===== src/rtl/mem_access_ctrl.sv =====
// MEM-stage load/store sequencer: lane decode, req/ack handshake with the data RAM, stall/done.
// Optional feature macro: ALIGN_CHECK_EN (misalignment / illegal-size detection).

module mac_lane #(
  parameter int LANE = 0
) (
  input  logic [1:0]  size,
  input  logic [1:0]  offs,
  input  logic [31:0] wdata,
  output logic        en,
  output logic [7:0]  data
);
  localparam logic [1:0] LID = LANE[1:0];

  always_comb begin
    en   = 1'b0;
    data = wdata[7:0];
    case (size)
      2'b00: begin
        en   = (offs == LID);
        data = wdata[7:0];
      end
      2'b01: begin
        en   = (offs[1] == LID[1]);
        data = LID[0] ? wdata[15:8] : wdata[7:0];
      end
      default: begin
        en   = 1'b1;
        data = wdata[8*LANE +: 8];
      end
    endcase
  end
endmodule

module mem_access_ctrl #(
  parameter int AW = 32,
  parameter int DW = 32
) (
  input  logic          clk,
  input  logic          rst,
  input  logic          mem_en,
  input  logic          mem_wr,
  input  logic [1:0]    size,
  input  logic          usign,
  input  logic [AW-1:0] addr,
  input  logic [DW-1:0] wdata,
  output logic          dmem_req,
  output logic [3:0]    dmem_we,
  output logic [AW-1:0] dmem_addr,
  output logic [DW-1:0] dmem_wdata,
  input  logic          dmem_ack,
  output logic [3:0]    ls_sel,
  output logic          load_usign,
  output logic          stall,
  output logic          done,
  output logic          addr_err
);
  localparam int NUM_LANES = 4;

  typedef enum logic [1:0] {IDLE, BUSY, RESP} state_t;

  state_t                       state, state_nxt;
  logic [1:0]                   size_eff;
  logic                         legal, accept;
  logic [NUM_LANES-1:0]         lane_en;
  logic [NUM_LANES-1:0][7:0]    lane_data;

  // Without the check, size 11 behaves as a word and every access is legal.
  always_comb begin
`ifdef ALIGN_CHECK_EN
    size_eff = size;
    case (size)
      2'b00:   legal = 1'b1;
      2'b01:   legal = ~addr[0];
      2'b10:   legal = (addr[1:0] == 2'b00);
      default: legal = 1'b0;
    endcase
`else
    size_eff = (size == 2'b11) ? 2'b10 : size;
    legal    = 1'b1;
`endif
  end

  for (genvar l = 0; l < NUM_LANES; l++) begin : g_lane
    mac_lane #(.LANE(l)) u_lane (
      .size  (size_eff),
      .offs  (addr[1:0]),
      .wdata (wdata[31:0]),
      .en    (lane_en[l]),
      .data  (lane_data[l])
    );
  end

  always_comb begin
    state_nxt = state;
    accept    = 1'b0;
    case (state)
      IDLE: if (mem_en && legal) begin
        accept    = 1'b1;
        state_nxt = BUSY;
      end
      BUSY: if (dmem_ack) state_nxt = RESP;
      RESP: state_nxt = IDLE;
      default: state_nxt = IDLE;
    endcase
    addr_err = (state == IDLE) && mem_en && !legal;
    stall    = accept || (state == BUSY);
  end

  always_ff @(posedge clk) begin
    if (rst) begin
      state      <= IDLE;
      dmem_req   <= 1'b0;
      dmem_we    <= '0;
      dmem_addr  <= '0;
      dmem_wdata <= '0;
      ls_sel     <= '0;
      load_usign <= 1'b0;
      done       <= 1'b0;
    end else begin
      state <= state_nxt;
      done  <= (state == BUSY) && dmem_ack;
      if (accept) begin
        dmem_req   <= 1'b1;
        dmem_we    <= mem_wr ? lane_en : 4'b0000;
        dmem_addr  <= {addr[AW-1:2], 2'b00};
        dmem_wdata <= lane_data;
        ls_sel     <= mem_wr ? 4'b0000 : lane_en;
        load_usign <= !mem_wr && usign;
      end
      if (state == BUSY && dmem_ack) begin
        dmem_req <= 1'b0;
        dmem_we  <= 4'b0000;
      end
      // Lane select stays up through RESP so the extended value lines up with done.
      if (state == RESP) begin
        ls_sel     <= 4'b0000;
        load_usign <= 1'b0;
      end
    end
  end
endmodule


===== config.mk =====
export PLATFORM = sky130hd
export DESIGN_NAME = mem_access_ctrl
export DESIGN_NICKNAME = d
export VERILOG_FILES = /design/src/rtl/mem_access_ctrl.sv
export SDC_FILE = /design/constraint.sdc
export NUM_CORES = 1
export LEC_CHECK = 0
export BUFFER_PORTS_ARGS = -buffer_cell sky130_fd_sc_hd__buf_4
export CAP_MARGIN = 20
export CORE_MARGIN = 2
export CORE_UTILIZATION = 30
export CTS_CLUSTER_SIZE = 25
export DETAILED_ROUTE_END_ITERATION = 16
export GPL_TIMING_DRIVEN = 0
export PLACE_DENSITY_LB_ADDON = 0.3
export REMOVE_ABC_BUFFERS = 1
export SKIP_CTS_REPAIR_TIMING = 1
export SYNTH_ARGS = -nofsm -noshare
export SYNTH_HDL_FRONTEND = slang
export SYNTH_SLANG_ARGS = --single-unit

===== constraint.sdc =====
create_clock -name clk -period 2.4 [get_ports clk]
set_input_delay 0.24 -clock clk [delete_from_list [all_inputs] [get_ports clk]]
set_output_delay 0.24 -clock clk [all_outputs]
set_load 0.005 [all_outputs]

==> summary.md, run 1 <==
| Metric | Value |
|---|---|
| Slew Viols, Final | 0 |
| Ys flop type | dfxtp_1 |
| Worst hold path type | input port to flip-flop |
| # DRC | 0 |
| Synth area leaders | dfxtp_1 51%, nand2_1 12%, a21oi_1 7.8% |
| Vias per cell | 4.626 |
| Final wirelength | between 8000 and 9000 µm |
| Gpl congestion | 0.7663 |
| R2r endpoint | dmem_wdata[25] |
| Top Ports | 149 |
| Final Critical Period | 1.891 ns |
| Total gr overflow | 0 |
| CP required | 2.59 ns |
| Vias | 2873 |
| Clk sinks | 75 |
| Critical path class | flip-flop to flip-flop |
| I/O Buffers | 145 |
| HPWL after DPL | between 5000 and 6000 µm |
| CP max stage delay | 0.77 ns |
| Met1 Track Usage GR | 0.1873 |
| Gr usage total | 0.1512 |
| Peak supply drop | between 200 and 300 µV |
| Vias in the first global route | roughly 2600 |
| Synthesis-stage register bit count | 75 |
| Pin count of the biggest net entering global routing | 70 |
| CTS tree | yes |
| Clk slew on worst S/H paths | roughly 0.080 ns |
| Max Freq | 0.5287 GHz |
| WP data arrival | 2.08 ns |
| Width of the die | 103.5 µm |
| Leading area contributor after synthesis | dfxtp_1 |
| First DRT Iteration DRCs | 73 |
| Flop2flop setup slack | 0.51 ns |
| Total leakage power | between 1.5 and 2 nW |
| Worst hold endpoint | dmem_addr[10] |
| Std-Cell Core Area | 9684 µm² |
| Register area share after synthesis | 0.5057 |
| Total CTS buffers | 9 |
| Clock latency on the worst-skew pair | 0.35 ns |
| Starting density of the core | 0.3066 |
| Sw Ratio | 0.2655 |
| Fin util | 0.4505 |
| Post-synth top area share | 0.5057 |
| Fin crit share | 0.7881 |
| Power Dens Cells | 668.2 nW/µm² |
| Worst-case clock buffer depth | 2 |
| Crit path max fanout | 23 |
| # rows | 36 |
| RSZ-0062 raised after global routing | false |
| Clock share of power | 0.338 |
| Met2 Use GR | 0.2471 |
| Max-cap viol count | 0 |
| Tot Pwr | 2.915 mW |
| Die extent in y | 103.5 µm |
| First-pass GRT wire length | 12580 µm |
| Pre-antenna DRT Iters | 4 |
| Die area | 10710 µm² |
| Global-route met3 utilization | 0.04368 |
| Slowest stage cell, crit path | or3b_2 |
| EDFF count, synth | 0 |
| Hold path start | addr[10] |
| Layout Area Growth over Synthesis | 46.94% |
| GR peak layer | met2 |
| Warnings from Yosys | 0 |
| Final setup TNS | 0 ns |
| Fin. Hold Viols | 0 |
| Cells on Worst Hold Path | 3 |
| Proportion of layout cells with a drive suffix above 1 | 0.3627 |
| Final setup fails | 0 |
| Antenna diodes | 0 |
| Drt wl/cell | ~13 µm |
| Cells after synthesis | 351 |
| Slew margin rel. | 0.5166 |
| Async SR Flop Fraction | 0 |
| Worst slew pin tran | ~0.73 ns |
| Cell breakdown of the critical path | or3b_2 > buf_16 > a21oi_1 > a211oi_1 |
| Startpoint type of the worst setup path | flip-flop |
| P_sw | a little under 0.8 mW |
| H-tree Lvls | 3 |
| Most frequent cell after synthesis | nand2_1 |
| Mapped cell area | 2969 µm² |
| Outcome | complete, no violations |
| CP endpoint kind | flip-flop |
| Filler cell count | 959 |
| Mean Syn Cell Area | 8.459 µm² |
| Fin area | 4363 µm² |
| Commonest cells post-synth | 91 x nand2_1, 75 x dfxtp_1, 46 x a21oi_1 |
| Root Buffer | clkbuf_8 |
| Post-route ant nets | 0 |
| Post-synth cell types | 31 |
| Placed instance area | 4160 µm² |
| Comb pwr share | 0.186 |
| Internal power | 2.141 mW |
| FF-to-FF path depth | 4 |
| Initial antenna violation count | 0 |
| R2R Path Start | state[1] |
| Final #Nets | 555 |
| Max Clock Skew | around 0.011 ns |
| Sequential Power Share | 0.476 |
-- power by group through the flow --
stage	combinational [mW]	clock [mW]	sequential, mW
5_1_grt	0.601	1.08	1.40
6_report	0.541	0.986	1.39
2_1_floorplan	0.197	0	1.42
3_3_place_gp	0.519	0	1.41
4_1_cts	0.551	1.03	1.39
3_5_place_dp	0.550	0	1.42
-- cell families after synthesis --
group / after synthesis / synth area share
AND/OR/NAND/NOR: 141 / 0.1985
AO/OA/AOI/OAI: 92 / 0.2040
flip-flops: 75 / 0.5057
buffers and inverters: 34 / 0.06363
multiplexers: 8 / 0.02697
other: 1 / 0.001263
-- per-stage QoR --
| stage | hold WS [ns] | worst slack (ns) | cells |
|---|---|---|---|
| after global routing | 0.1265 | 0.3869 | 621 |
| after global placement | 0.4430 | -2.815 | 600 |
| after CTS | 0.1150 | 0.5001 | 621 |
| after detailed placement | 0.4478 | 0.5134 | 605 |
| final | 0.1351 | 0.5085 | 621 |
| after floorplan | 0.3091 | -1.234 | 322 |
-- worst max path at each step --
| stage | depth (start not counted) | startpoint | endpoint |
|---|---|---|---|
| 2_1_floorplan | 3 | state[1] | dmem_we[0] |
| 3_3_place_gp | 3 | state[1] | dmem_we[1] |
| 3_5_place_dp | 4 | state[1] | dmem_wdata[9] |
| 4_1_cts | 4 | state[1] | dmem_wdata[25] |
| 5_1_grt | 4 | state[1] | dmem_wdata[8] |
| 6_report | 4 | state[1] | dmem_wdata[25] |
-- registers in the layout (all words and copies together), names as in the netlist --
register    cells
dmem_addr      30
dmem_req        1
dmem_wdata     32
dmem_we         4
done            1
load_usign      1
ls_sel          4
state           2
-- cells in the final DEF, fill, tap and decap left out, drive strengths merged, types with 4 or more instances in the layout --
cell and count:
a211oi 19, a21oi 47, a22o 4, a22oi 5
a311oi 6, buf 150, clkbuf 10, clkinv 4
dfxtp 75, mux2i 8, nand2 91, nor2 35
o21bai 4, o221a 4
-- layer usage --
layer  routed length [µm]  part of all wire
met5                    0                 0
met4                   91             0.011
met3                  659             0.079
met2                 3971              0.48
met1                 3595              0.43
-- area by class of cell --
cell class	instances	area, µm²	share of cell area
clock buffers	10	137.6	0.03155
clock inverters	6	65.06	0.01491
inverters	3	11.26	0.002581
multi-input cells	244	1292	0.2962
flip-flops and latches	75	1501	0.3441
well taps	133	166.4	0.03814
repair buffers	150	1189	0.2724
-- worst max-delay path, delay by kind of cell (launching register included) --
family	cells	cell delay (ns)
buffers and inverters	1	0.27
AOI/OAI and AO/OA	2	0.28
and+or+nand+nor	1	0.77
DFF	1	0.42
Note: power is estimated with default switching activity, not from simulation.
==> run 2, diff against run 1 <==
==> constraint.sdc (replaced) <==
create_clock -name clk -period 1.7 [get_ports clk]
set_input_delay 0.17 -clock clk [delete_from_list [all_inputs] [get_ports clk]]
set_output_delay 0.17 -clock clk [all_outputs]
set_load 0.005 [all_outputs]
==> summary.md, run 2 (synthesized netlist as in run 1, its figures left out) <==
| Metric | Value |
|---|---|
| Outcome | complete, no violations |
| Post-route ant nets | 0 |
| Cells on Worst Hold Path | 3 |
| Gr usage total | 0.1512 |
| Width of the die | around 100 µm |
| Commonest non-fill, non-tap cell in the layout | buf_4 |
| R2R Path Start | state[1] |
| First DRT Iteration DRCs | between 70 and 80 |
| HPWL after DPL | 5924 µm |
| Vias per cell | 4.632 |
| Total CTS buffers | 9 |
| Initial antenna violation count | 0 |
| Filler cell count | 960 |
| Number of buffers and inverters on the critical path | 2 |
| Worst hold path type | input port to flip-flop |
| Pre-antenna DRT Iters | 4 |
| Largest regs | dmem_wdata (32), dmem_addr (30) |
| Max Freq | 0.6294 GHz |
| Clock latency on the worst-skew pair | ~0.34 ns |
| Largest delay share family, worst path | flip-flops |
| Total leakage power | 1.991 nW |
| Worst-case clock buffer depth | 2 |
| # rows | 36 |
| Fin area | 4397 µm² |
| Die area | between 10000 and 15000 µm² |
| Drt wl/cell | about 14 µm |
| CP endpoint kind | flip-flop |
| Final Critical Period | 1.589 ns |
| Root Buffer | clkbuf_8 |
| I/O Buffers | around 150 |
| Placed instance area | ~4200 µm² |
| Clk sinks | 75 |
| FF-to-FF path depth | 5 |
| Gpl congestion | 0.7663 |
| Die extent in y | 103.5 µm |
| Final Instance Count excl. Fillers | 625 |
| Area occupied by multi-input gates | about 1300 µm² |
| Final setup fails | 0 |
| Total gr overflow | 0 |
| Max Clock Skew | 0.006820 ns |
| Final setup TNS | 0 ns |
| Vias | 2895 |
| Antenna diodes | 0 |
| CP required | 1.94 ns |
| Slew margin rel. | 0.5094 |
| First-pass GRT wire length | ~13000 µm |
| Vias in the first global route | between 2000 and 3000 |
| Largest Register | dmem_wdata |
| Reg area | 1501 µm² |
| Layout Area Growth over Synthesis | 48.08% |
| CP max stage delay | 0.45 ns |
| Startpoint type of the worst setup path | flip-flop |
| # DRC | 0 |
| Std-Cell Core Area | 9684 µm² |
| Commonest non-fill, non-tap cells in the layout | 148 x buf_4, 91 x nand2_1, 75 x dfxtp_1 |
| Slowest stage cell, crit path | dfxtp_1 |
| Cell breakdown of the critical path | nor3b_4 > buf_4 > buf_16 > nand2_1 > o221a_2 |
| Peak supply drop | 379.1 µV |
| Pin count of the biggest net entering global routing | 70 |
| Clk slew on worst S/H paths | 0.08 ns |
| Hold path start | addr[10] |
| Max reg flops | 32 |
| Slew Viols, Final | 0 |
| Critical path class | flip-flop to flip-flop |
| Final #Nets | 559 |
| Starting density of the core | 0.3066 |
| Fin. Hold Viols | 0 |
| Proportion of layout cells with a drive suffix above 1 | 0.3679 |
| WP data arrival | between 1.5 and 2 ns |
| Flop2flop setup slack | 0.11 ns |
| Crit path max fanout | 26 |
| Worst slew pin tran | roughly 0.74 ns |
| H-tree Lvls | 3 |
| Final wirelength | approximately 8500 µm |
| Worst hold endpoint | dmem_addr[10] |
| R2r endpoint | dmem_we[2] |
| Top Ports | around 150 |
| Fin crit share | 0.9345 |
| CTS tree | yes |
| Max-cap viol count | 0 |
| Placed instance count | about 610 |
| Power Dens Cells | 940.4 nW/µm² |
| RSZ-0062 raised after global routing | false |
## run 2: cell count changes in the layout (fill, tap and decap cells not counted), sizes merged
cell	change
or3b	+1
buf	+3
## run 2: worst register-to-register path: stages (launching register included)
cell	delay, ns
dfxtp_1	0.45
nor3b_4	0.30
buf_4	0.18
buf_16	0.15
nand2_1	0.13
o221a_2	0.27
## run 2: metrics by stage
stage,power (mW),util,hold WS [ns],setup slack [ns]
after detailed placement,2.778,0.4296,0.4244,-0.1866
after floorplan,2.284,-,0.2391,-1.934
after global placement,2.729,0.4186,0.4179,-3.515
after CTS,4.190,0.4505,0.04496,-0.1999
final,4.135,0.4540,0.06238,0.1113
after global routing,4.367,0.4540,0.05654,0.03219
## run 2: report_power, final
| part | switching, mW | leakage (nW) | internal, mW | total (mW) |
|---|---|---|---|---|
| clock | 0.674 | 0.102 | 0.718 | 1.39 |
| sequential | 0.0743 | 0.618 | 1.89 | 1.96 |
| combinational | 0.352 | 1.27 | 0.428 | 0.780 |
## run 2: cell type report
| type | instances | area share |
|---|---|---|
| clock inverters | 6 | 0.01480 |
| flip-flops and latches | 75 | 0.3415 |
| well taps | 133 | 0.03785 |
| multi-input cells | 245 | 0.2965 |
| clock buffers | 10 | 0.03130 |
| inverters | 3 | 0.002561 |
| repair buffers | 153 | 0.2755 |
## run 2: how the worst max path moves through the flow
stage	start	endpoint	cells after the start
finish	state[1]	dmem_we[2]	5
global route	state[1]	dmem_we[1]	5
CTS	state[1]	dmem_wdata[25]	4
detailed placement	state[1]	dmem_wdata[9]	4
global placement	state[1]	dmem_we[1]	3
floorplan	state[1]	dmem_we[0]	3
## run 2: layer usage
layer  track usage  wire length (µm)  vias up  share of wire
met2        0.2471              3970      101           0.47
met3       0.04368               703       11          0.082
li1              -                 -     1462              -
met5             0                 0        -              0
met4       0.06073               113        0          0.013
met1        0.1873              3750     1321           0.44
